[config.mk]
export PLATFORM = sky130hd
export DESIGN_NAME = fetch_queue
export DESIGN_NICKNAME = d
export VERILOG_FILES = /design/src/rtl/fetch_queue.sv
export SDC_FILE = /design/constraint.sdc
export NUM_CORES = 1
export LEC_CHECK = 0
export BUFFER_PORTS_ARGS = -buffer_cell sky130_fd_sc_hd__buf_2
export CAP_MARGIN = 20
export CORE_UTILIZATION = 50
export CTS_BUF_LIST = sky130_fd_sc_hd__clkbuf_8
export DETAILED_ROUTE_END_ITERATION = 8
export PLACE_DENSITY = 0.76
export SLEW_MARGIN = 20
export SYNTH_ARGS = -nofsm -noshare
export SYNTH_HDL_FRONTEND = slang
export SYNTH_SLANG_ARGS = --single-unit
[constraint.sdc]
create_clock -name clk -period 4.87 [get_ports clk]
set_input_delay 0.2435 -clock clk [delete_from_list [all_inputs] [get_ports clk]]
set_output_delay 0.2435 -clock clk [all_outputs]
set_load 0.1 [all_outputs]
[src/rtl/fetch_queue.sv]
// Decoupled instruction-fetch front end: owns the fetch PC, drives the ibus and buffers {pc, instr} pairs.
// Optional same-cycle bypass of a response into an empty queue when FQ_BYPASS_EN is defined.

package fetch_queue_pkg;
  localparam int unsigned XLEN   = 64;
  localparam int unsigned INSN_W = 32;

  typedef struct packed {
    logic              valid;
    logic [XLEN-1:0]   addr;
    logic [1:0]        size;
    logic              we;
  } ibus_req_t;

  typedef struct packed {
    logic              data_ok;
    logic [INSN_W-1:0] data;
  } ibus_resp_t;
endpackage

module fetch_queue
  import fetch_queue_pkg::*;
#(
  parameter int unsigned DEPTH    = 4,
  parameter logic [63:0] RESET_PC = 64'h8000_0000
) (
  input  logic                           clk,
  input  logic                           reset,
  input  logic                           fetch_en,
  input  logic                           redirect_valid,
  input  logic [63:0]                    redirect_pc,
  output ibus_req_t                      ireq,
  input  ibus_resp_t                     iresp,
  output logic                           deq_valid,
  input  logic                           deq_ready,
  output logic [63:0]                    deq_pc,
  output logic [31:0]                    deq_instr,
  output logic [$clog2(DEPTH+1)-1:0]     occupancy
);

  localparam int unsigned PTR_W = $clog2(DEPTH);
  localparam int unsigned CNT_W = $clog2(DEPTH + 1);

  localparam logic [1:0] S_IDLE = 2'd0;
  localparam logic [1:0] S_REQ  = 2'd1;
  localparam logic [1:0] S_DROP = 2'd2;

  logic [1:0]        state_q,    state_d;
  logic [63:0]       fetch_pc_q, fetch_pc_d;
  logic [63:0]       req_pc_q,   req_pc_d;
  logic [PTR_W-1:0]  rd_ptr_q,   rd_ptr_d;
  logic [PTR_W-1:0]  wr_ptr_q,   wr_ptr_d;
  logic [CNT_W-1:0]  count_q,    count_d;
  logic [63:0]       pc_mem_q    [DEPTH];
  logic [63:0]       pc_mem_d    [DEPTH];
  logic [31:0]       instr_mem_q [DEPTH];
  logic [31:0]       instr_mem_d [DEPTH];

  logic              resp_ok;
  logic              bypass;
  logic              enq;
  logic              deq;
  logic [CNT_W-1:0]  count_nxt;
  logic              issue_ok;

  // Handshake qualifiers; a redirect kills both the enqueue and the dequeue of its cycle.
  always_comb begin
    resp_ok = iresp.data_ok;
`ifdef FQ_BYPASS_EN
    bypass  = (count_q == '0) && (state_q == S_REQ) && resp_ok && deq_ready && !redirect_valid;
`else
    bypass  = 1'b0;
`endif
    enq       = (state_q == S_REQ) && resp_ok && !redirect_valid && !bypass;
    deq       = (count_q != '0) && deq_ready && !redirect_valid;
    count_nxt = CNT_W'(count_q + CNT_W'(enq) - CNT_W'(deq));
    // A new request is only issued when a slot is already reserved for its response.
    issue_ok  = fetch_en && (32'(count_nxt) < DEPTH);
  end

  // Fetch FSM and PC tracking.
  always_comb begin
    state_d    = state_q;
    fetch_pc_d = fetch_pc_q;
    req_pc_d   = req_pc_q;
    case (state_q)
      S_IDLE: begin
        if (redirect_valid) begin
          fetch_pc_d = redirect_pc;
        end else if (issue_ok) begin
          state_d  = S_REQ;
          req_pc_d = fetch_pc_q;
        end
      end
      S_REQ: begin
        if (redirect_valid) begin
          fetch_pc_d = redirect_pc;
          state_d    = resp_ok ? S_IDLE : S_DROP;
        end else if (resp_ok) begin
          fetch_pc_d = req_pc_q + 64'd4;
          if (issue_ok) begin
            req_pc_d = req_pc_q + 64'd4;
          end else begin
            state_d  = S_IDLE;
          end
        end
      end
      S_DROP: begin
        if (redirect_valid) begin
          fetch_pc_d = redirect_pc;
        end
        // The response owed to the abandoned request retires the drop.
        if (resp_ok) begin
          state_d = S_IDLE;
        end
      end
      default: begin
        state_d = S_IDLE;
      end
    endcase
  end

  // Queue pointers, count and storage.
  always_comb begin
    rd_ptr_d    = rd_ptr_q;
    wr_ptr_d    = wr_ptr_q;
    count_d     = count_nxt;
    pc_mem_d    = pc_mem_q;
    instr_mem_d = instr_mem_q;
    if (redirect_valid) begin
      rd_ptr_d = wr_ptr_q;
      count_d  = '0;
    end else begin
      if (deq) begin
        rd_ptr_d = rd_ptr_q + PTR_W'(1);
      end
      if (enq) begin
        wr_ptr_d              = wr_ptr_q + PTR_W'(1);
        pc_mem_d[wr_ptr_q]    = req_pc_q;
        instr_mem_d[wr_ptr_q] = iresp.data;
      end
    end
  end

  always_ff @(posedge clk or negedge reset) begin
    if (!reset) begin
      state_q    <= S_IDLE;
      fetch_pc_q <= RESET_PC;
      req_pc_q   <= RESET_PC;
      rd_ptr_q   <= '0;
      wr_ptr_q   <= '0;
      count_q    <= '0;
      for (int i = 0; i < int'(DEPTH); i++) begin
        pc_mem_q[i]    <= '0;
        instr_mem_q[i] <= '0;
      end
    end else begin
      state_q     <= state_d;
      fetch_pc_q  <= fetch_pc_d;
      req_pc_q    <= req_pc_d;
      rd_ptr_q    <= rd_ptr_d;
      wr_ptr_q    <= wr_ptr_d;
      count_q     <= count_d;
      pc_mem_q    <= pc_mem_d;
      instr_mem_q <= instr_mem_d;
    end
  end

  // Request is live in every state but IDLE; address held in req_pc until data_ok.
  always_comb begin
    ireq       = '0;
    ireq.valid = (state_q != S_IDLE);
    ireq.addr  = req_pc_q;
  end

  always_comb begin
    deq_valid = (count_q != '0) || bypass;
    deq_pc    = bypass ? req_pc_q   : pc_mem_q[rd_ptr_q];
    deq_instr = bypass ? iresp.data : instr_mem_q[rd_ptr_q];
    occupancy = count_q;
  end

endmodule
After elaboration in Yosys (flattened, before gate mapping)
Cells that the tools add are included.

storage, ports and cells
  bits of input ports = 102
  word-level logic and storage cells = 88
  bits in registers = 521
  output and inout bits = 168

operators by class
  equality and inequality tests = 11
  add/sub/neg operators = 5
  bitwise operators = 3
  $lt $le $gt $ge = 4
  muxes and demuxes = 33
  reductions and logical operators = 18

operator list
  operator                                                     number
  two-way mux 64 bit                                           11
  bitwise mux 256 bit                                          1
  one-hot mux 64 bit (2 select lines)                          2
  binary-select mux 64 bit (select 2 bit)                      1
  bitwise mux 128 bit                                          1
  demux 64 bit (select 2 bit)                                  1
  two-way mux 32 bit                                           3
  adder 64 x 3 -> 64 bit (second input constant)               1
  binary-select mux 32 bit (select 2 bit)                      1
  demux 32 bit (select 2 bit)                                  1
  two-way mux 2 bit                                            9
  != test 2 bit (second input constant)                        6
  nonzero test 2 bit                                           4
  >= comparator 3 bit (second input constant)                  2
  logical AND 1 bit                                            6
  != test 3 bit (second input constant)                        2
  NOT 2 -> 3 bit                                               2
  one-hot mux 2 bit (3 select lines)                           1
  AND reduction 6 bit                                          1
  AND reduction 5 bit                                          1
  adder 2 x 1 -> 2 bit (second input constant)                 2
  adder 3 x 1 -> 3 bit                                         1
  less-than comparator 3 x 1 -> 1 bit (second input constant)  1
  less-than comparator 3 bit (second input constant)           1
  other kinds (12)                                             12

Longest topological paths before layout
Gate-level depths: netlist (run 1).

  depth after elaboration = 11
  depth in mapped cells = 19
  depth with buffers taken out = 14

Worst setup path before layout (run 1)
Ideal clock, no wire load.

  path type = register to register
  start = reg count_q[1] (netlist: occupancy[1])
  end = reg req_pc_q[3]
  stages on the path, launching flop included = 16
  data arrival time = 4.220 ns
  slack = 0.568 ns
  period minus slack after synthesis = 4.302 ns
  library setup time = 0.082 ns
  buffers on the path = 3
  cells stage by stage = dfrtp_1 > or3_1 > nand2_1 > nor2_1 > ha_1 > inv_1 > ha_1 > inv_1 > fa_1 > xnor3_1 > and4b_1 > buf_4 > clkbuf_1 > clkbuf_1 > nor2_1 > a31oi_1

on the way
  longest elaborated chain between the ends = 8
  elaborated cells between the ends (all ways) = 10

RTL lines
  item                                    line  RTL
  start, declared                         53    logic [CNT_W-1:0] count_q, count_d;
  start signal, assigned                  163   count_q <= count_d;
  nonzero test 3 bit *                    --
  named net deq_valid                     34    output logic deq_valid,
  logical AND 1 bit * (2 in series)       75    deq = (count_q != '0) && deq_ready && !redirect_valid;
  subtractor 3 x 1 -> 3 bit *             76    count_nxt = CNT_W'(count_q + CNT_W'(enq) - CNT_W'(deq));
  less-than comparator 3 bit *            78    issue_ok = fetch_en && (32'(count_nxt) < DEPTH);
  logical AND 1 bit *                     78
  != test 2 bit (no source line)          --
  AND reduction 6 bit (no source line) *  --
  end signal, assigned                    160   req_pc_q <= req_pc_d;
  end, declared                           50    logic [63:0] req_pc_q, req_pc_d;

The timed path passes the listed nets; every way through them passes the cells marked *.
A chain may end at the register's enable or synchronous reset.

Worst setup path in the final report (run 1)
  start = reg state_q[0]
  end = reg req_pc_q[0]

on the way
  longest elaborated chain between the ends = 9
  elaborated cells between the ends (all ways) = 16

RTL lines
  item                                  line    RTL
  start, declared                       48      logic [1:0] state_q, state_d;
  start signal, assigned                158     state_q <= state_d;
  equality test 2 x 1 -> 1 bit          74, 86
  logical AND 1 bit (2 in series)       74      enq = (state_q == S_REQ) && resp_ok && !redirect_valid && !bypass;
  adder 3 x 1 -> 3 bit                  76
  subtractor 3 x 1 -> 3 bit             76
  less-than comparator 3 bit            78
  logical AND 1 bit                     78
  != test 2 bit (no source line)        --
  AND reduction 6 bit (no source line)  --

Parallel ways exist; a longest one is shown, timed or not.

==> results of run 1 <==
registers in the layout, indices dropped and copies added (netlist names):
signal       cells
fetch_pc_q      64
instr_mem_q    128
occupancy        3
pc_mem_q       256
rd_ptr_q         2
req_pc_q        64
state_q          2
wr_ptr_q         2
timing repair:
item                      in CTS  in global routing
hold endpoints to repair     280                  0
hold buffers                 100                  0
buffers inserted               0                  0
cell type report:
type	instances	share of cell area, %
Inverter	13	0.164
Clock buffer	120	5.55
Sequential cell	521	43.8
Multi-Input combinational cell	1243	37.8
Timing Repair Buffer	401	9.13
Tap cell	664	2.79
Antenna cell	2	0.0168
Clock inverter	39	0.761
layer usage:
| metal | GRT usage [%] | share of wire [%] | routed length [microns] |
|---|---|---|---|
| met1 | 35.0 | 41 | 27300 |
| met2 | 43.2 | 49 | 32800 |
| met3 | 5.98 | 8.0 | 5370 |
| met4 | 9.68 | 2.7 | 1830 |
| met5 | 0 | 0.076 | 51 |
critical path: cells and delay by family, from the launching register on:
family                     cells  cell delay [ps]
adders and majority gates      3              800
DFF                            1              480
xor gates and xnor gates       1              280
and+or+nand+nor                4             1150
AOI/OAI and AO/OA              1              150
buffers and inverters          4              430
muxes                          1              410
stage by stage:
stage / worst slack (ps) / util, % / area (sq um)
5_1_grt: 794 / 60.4 / 29800
2_1_floorplan: 568 / - / 25100
3_5_place_dp: 1030 / 54.5 / 26900
6_report: 1060 / 60.4 / 29800
3_3_place_gp: 1110 / 54.5 / 26900
4_1_cts: 1110 / 60.4 / 29700
path summary, 6_finish.rpt:
path	startpoint	endpoint	cells past startpoint
max in group asynchronous	reset	pc_mem_q[82]	3
max	state_q[0]	req_pc_q[0]	14
max reg2reg	state_q[0]	req_pc_q[0]	14
min	redirect_pc[19]	fetch_pc_q[19]	4
min reg2reg	fetch_pc_q[11]	fetch_pc_q[11]	2
min in group asynchronous	reset	instr_mem_q[81]	2
cells by family (layout without fill, tap and decap cells):
| family | after synthesis | count (layout) |
|---|---|---|
| AOI/OAI and AO/OA | 274 | 274 |
| xor gates and xnor gates | 35 | 35 |
| adders and majority gates | 8 | 8 |
| buffers and inverters | 209 | 573 |
| DFF | 521 | 521 |
| muxes | 499 | 499 |
| other | 1 | 5 |
| and+or+nand+nor | 424 | 424 |
layout by cell type (no fill, tap or decap), drive strengths merged, types with 55 or more instances in the layout:
cell | netlist | routed
nor2 | 56 | 56
dlygate4sd3 | 0 | 100
nand2 | 116 | 116
dfrtp | 519 | 519
nand3 | 57 | 57
o21ai | 78 | 78
mux4 | 96 | 96
clkbuf | 128 | 120
mux2 | 389 | 389
a21oi | 55 | 55
buf | 68 | 301
==> metrics.txt, run 1 <==
class of the most critical hold timing path=input pin to flip-flop; fraction of the mapped netlist area in adder cells=less than 1%; filler cell count in the final layout=about 3800; Max stage delay cell, worst path=nor2_1; placed cell count=roughly 2700; dpl hpwl=~41000 microns; Final Hold Slack=40.4 ps; max_slew headroom=a little over a fifth; number of instances in the synthesized netlist=around 2000; count of different cell masters after synthesis=66; via count of the first global-routing pass=around 19000; sequential cell area=13000 sq um; FP Rows=81; count of nets left with antenna violations after detail routing=0; TritonCTS clock tree=built; initial standard-cell utilization of the core=a little over 50%; Post-synth ARST share=100%; Synth Area in Compound Gates=around 7.2%; Peak Freq=about 260 MHz; total wire length=67300 microns; share of final-layout standard cells stronger than drive strength 1=between 40% and 50%; syn_area_per_cell=between 10 and 15 sq um; number of storage elements in the synthesis netlist=~520; most area-consuming cells after synthesis=dfrtp_1 52%, mux2_2 17%, mux4_2 8.6%, clkbuf_1 1.9%, nand2_1 1.7%; Data arrival, critical path=4350 ps; cell with the most instances after synthesis=dfrtp_1; critical setup path kind=flip-flop to flip-flop; Routability Congestion=~0.85; post-layout min period=about 3800 ps; Via-to-Cell Ratio=slightly above 6; sequence of cells on the critical path=a21oi_1 > nand2b_2 > nor2_1 > inv_1 > ha_1 > inv_1 > ha_1 > inv_1 > fa_1 > xnor3_1 > nand4b_1 > buf_4 > nor2_1 > mux2_2; Max clock buf depth=3; area fraction in and, or, nand and nor cells after synthesis=~9.0%; vias=between 15000 and 20000; number of antenna violations at the first check in global routing=6; setup TNS=0 ps; transition at the pin with the smallest max-transition slack=1160 ps; count of cells resized by post-cts repair=0; placeable core region=around 49000 sq um; post-route non-filler standard cell count=around 3000; top post-synthesis cells by count=519 x dfrtp_1, 389 x mux2_2, 125 x clkbuf_1, 116 x nand2_1, 96 x mux4_2; Max-Cap Viols=0; total number of yosys warnings=0; Main synth FF type=dfrtp_1; hold violation count in the final report=0; Syn Std Cell Area=about 25000 sq um; Die W=approximately 230 microns; critical path's most frequent cell=inv_1; largest family of logic cells by synthesized area=multiplexers; fraction of the yosys area taken by sequential cells=52.0%; Clock Tree Root=clkbuf_8; Largest stage delay, worst path=650 ps; reg-to-reg setup timing slack=about 1100 ps; xor/xnor cell area share of the yosys netlist=roughly 1.3%; portion of synthesized cell area occupied by the leading cell type=between 50% and 60%; Top-Level Pins=270; area used by multi-input combinational logic=approximately 11000 sq um; largest area contributor in the synthesized netlist=dfrtp_1; largest clock skew in the final design=approximately 43 ps; post-detailed-route DRC marker count=0; multiplexer area fraction after synthesis=between 20% and 30%; wire length per cell=22.4 microns; final period utilization=78.3%; result of the run=finished clean; cts bufs inserted=88; latest clock arrival within the worst-skew pair=roughly 680 ps; total grt overflow=0; Final nets=2378; critical path required time=between 5000 and 6000 ps; Pins Over Slew Limit=0; Die Y=between 200 and 250 microns; number of clock sinks=between 500 and 600; Detailed Route Iter0 Violations=between 1500 and 2000; Detailed Routing Iterations Pass 1=6; largest net degree at the start of global routing=between 150 and 200; overall routing resource usage=26.6%; startpoint types=flip-flop; largest driver fanout on the critical path=22; number of setup violations in the final report=0; setup repair after global routing missed its margin=false; die outline area=approximately 51000 sq um; H-tree depth=3; kind of capture point of the worst setup path=flip-flop; number of flops mapped to enable cells by yosys=0; first-pass GRT wire length=around 110000 microns; count of port buffers added during placement=between 200 and 300; clock-pin transition on the worst setup and hold timing paths=~60 ps; Layout area overhead=18.7%
Power of run 1 is not shown: default switching activity piles up to over one toggle a cycle in this logic, so the estimate is an artifact.
==> run 2: changes to the inputs <==
==> constraint.sdc (replaced) <==
create_clock -name clk -period 3.9 [get_ports clk]
set_input_delay 0.195 -clock clk [delete_from_list [all_inputs] [get_ports clk]]
set_output_delay 0.195 -clock clk [all_outputs]
set_load 0.1 [all_outputs]
==> metrics.txt, run 2 (synthesis gave the netlist of run 1 again) <==
first-pass GRT wire length=approximately 110000 microns; post-route non-filler standard cell count=3018; cts bufs inserted=around 90; Data arrival, critical path=4120 ps; number of flip-flops in the largest register=approximately 260; Pins Over Slew Limit=0; Max clock buf depth=3; final period utilization=between 80% and 90%; Top-Level Pins=270; Final nets=2397; Via-to-Cell Ratio=~6.1; H-tree depth=3; Routability Congestion=roughly 0.86; latest clock arrival within the worst-skew pair=680 ps; max_slew headroom=34.8%; Die W=~230 microns; die outline area=about 50000 sq um; number of antenna violations at the first check in global routing=6; placed cell count=2761; FP Rows=a little over 80; placeable core region=49300 sq um; post-detailed-route DRC marker count=0; Clock Tree Root=clkbuf_8; via count of the first global-routing pass=between 15000 and 20000; hold violation count in the final report=0; Detailed Route Iter0 Violations=1567; largest driver fanout on the critical path=10; number of clock sinks=521; Detailed Routing Iterations Pass 1=5; result of the run=finished clean; setup TNS=0 ps; TritonCTS clock tree=built; transition at the pin with the smallest max-transition slack=a little under 1000 ps; critical path required time=~4500 ps; largest clock skew in the final design=between 40 and 50 ps; setup repair after global routing missed its margin=false; count of cells resized by post-cts repair=0; total wire length=67700 microns; highest-count cells in the layout ignoring fill and taps=517 x dfrtp_1, 389 x mux2_2, 265 x buf_2; overall routing resource usage=a little over a quarter; commonest non-fill, non-tap cell in the layout=dfrtp_1; post-layout min period=~3500 ps; largest net degree at the start of global routing=between 100 and 150; Cell Area, Placed=27100 sq um; vias=between 15000 and 20000; Layout area overhead=19.1%; worst slack after detailed placement=between 300 and 400 ps; class of the most critical hold timing path=input pin to flip-flop; clock-pin transition on the worst setup and hold timing paths=60 ps; share of final-layout standard cells stronger than drive strength 1=between 40% and 50%; largest register by flop count=pc_mem_q; dpl hpwl=about 43000 microns; count of port buffers added during placement=266; count of nets left with antenna violations after detail routing=0; kind of capture point of the worst setup path=flip-flop; number of setup violations in the final report=0; Max-Cap Viols=0; total grt overflow=0; registers with the most flip-flops=pc_mem_q (256), instr_mem_q (128); critical setup path kind=flip-flop to flip-flop; Die Y=approximately 230 microns; fin area=29900 sq um; initial standard-cell utilization of the core=50.9%; startpoint types=flip-flop; worst setup slack after layout=394 ps; wire length per cell=between 20 and 25 microns; Peak Freq=285 MHz
[run 2: final cells by class]
cell class              instances  area (sq um)
clock buffers                 118          1620
inverters                      13          48.8
repair buffers                419          2880
flip-flops and latches        521         13000
fillers                      3740         19400
clock inverters                37           204
multi-input cells            1243         11200
well taps                     664           831
diodes                          3          7.51
[run 2: worst max-delay path: stages (launching register included)]
cell and delay, ps:
dfrtp_1 500, a21oi_1 170, nand2b_2 220, nor2_2 100, inv_1 60, ha_1 280
inv_1 60, ha_1 130, inv_1 50, fa_1 390, xnor3_1 290, and4b_2 340
nand2_1 210, or4_1 540, nand3_1 100
[run 2: through the flow]
stage               utilization, %  hold WS [ps]
detailed placement            54.9           360
floorplan                        -          -101
global route                  60.7          26.9
finish                        60.7          32.4
CTS                           60.7          3.28
global placement              54.9           347
[run 2: path summary, 6_finish.rpt]
path                                      start         endpoint  slack (ps)  depth (start not counted)
worst max-delay path                 state_q[0]     req_pc_q[63]         390                         14
worst min-delay path            redirect_pc[21]   fetch_pc_q[21]          30                          4
worst max register to register       state_q[0]     req_pc_q[63]         390                         14
worst min register to register    fetch_pc_q[4]    fetch_pc_q[4]         480                          2
max in group asynchronous                 reset    pc_mem_q[200]        2540                          3
min in group asynchronous                 reset  instr_mem_q[49]         250                          2
[run 2: timing repair]
action / in CTS / in global routing
endpoints found under the hold margin: 305 / 0
endpoints found under the setup margin: 0 / 0
hold buffers: 99 / 0
buffers inserted: 0 / 0
[run 2: routing by layer]
layer,routed length [microns],vias to the layer above,global-route usage (%)
met3,5460,130,6.23
met1,27700,9415,35.7
met2,32800,741,43.6
met4,1660,8,9.85
met5,55,-,0
li1,-,7992,-
Power of run 2 is left out for the same reason.
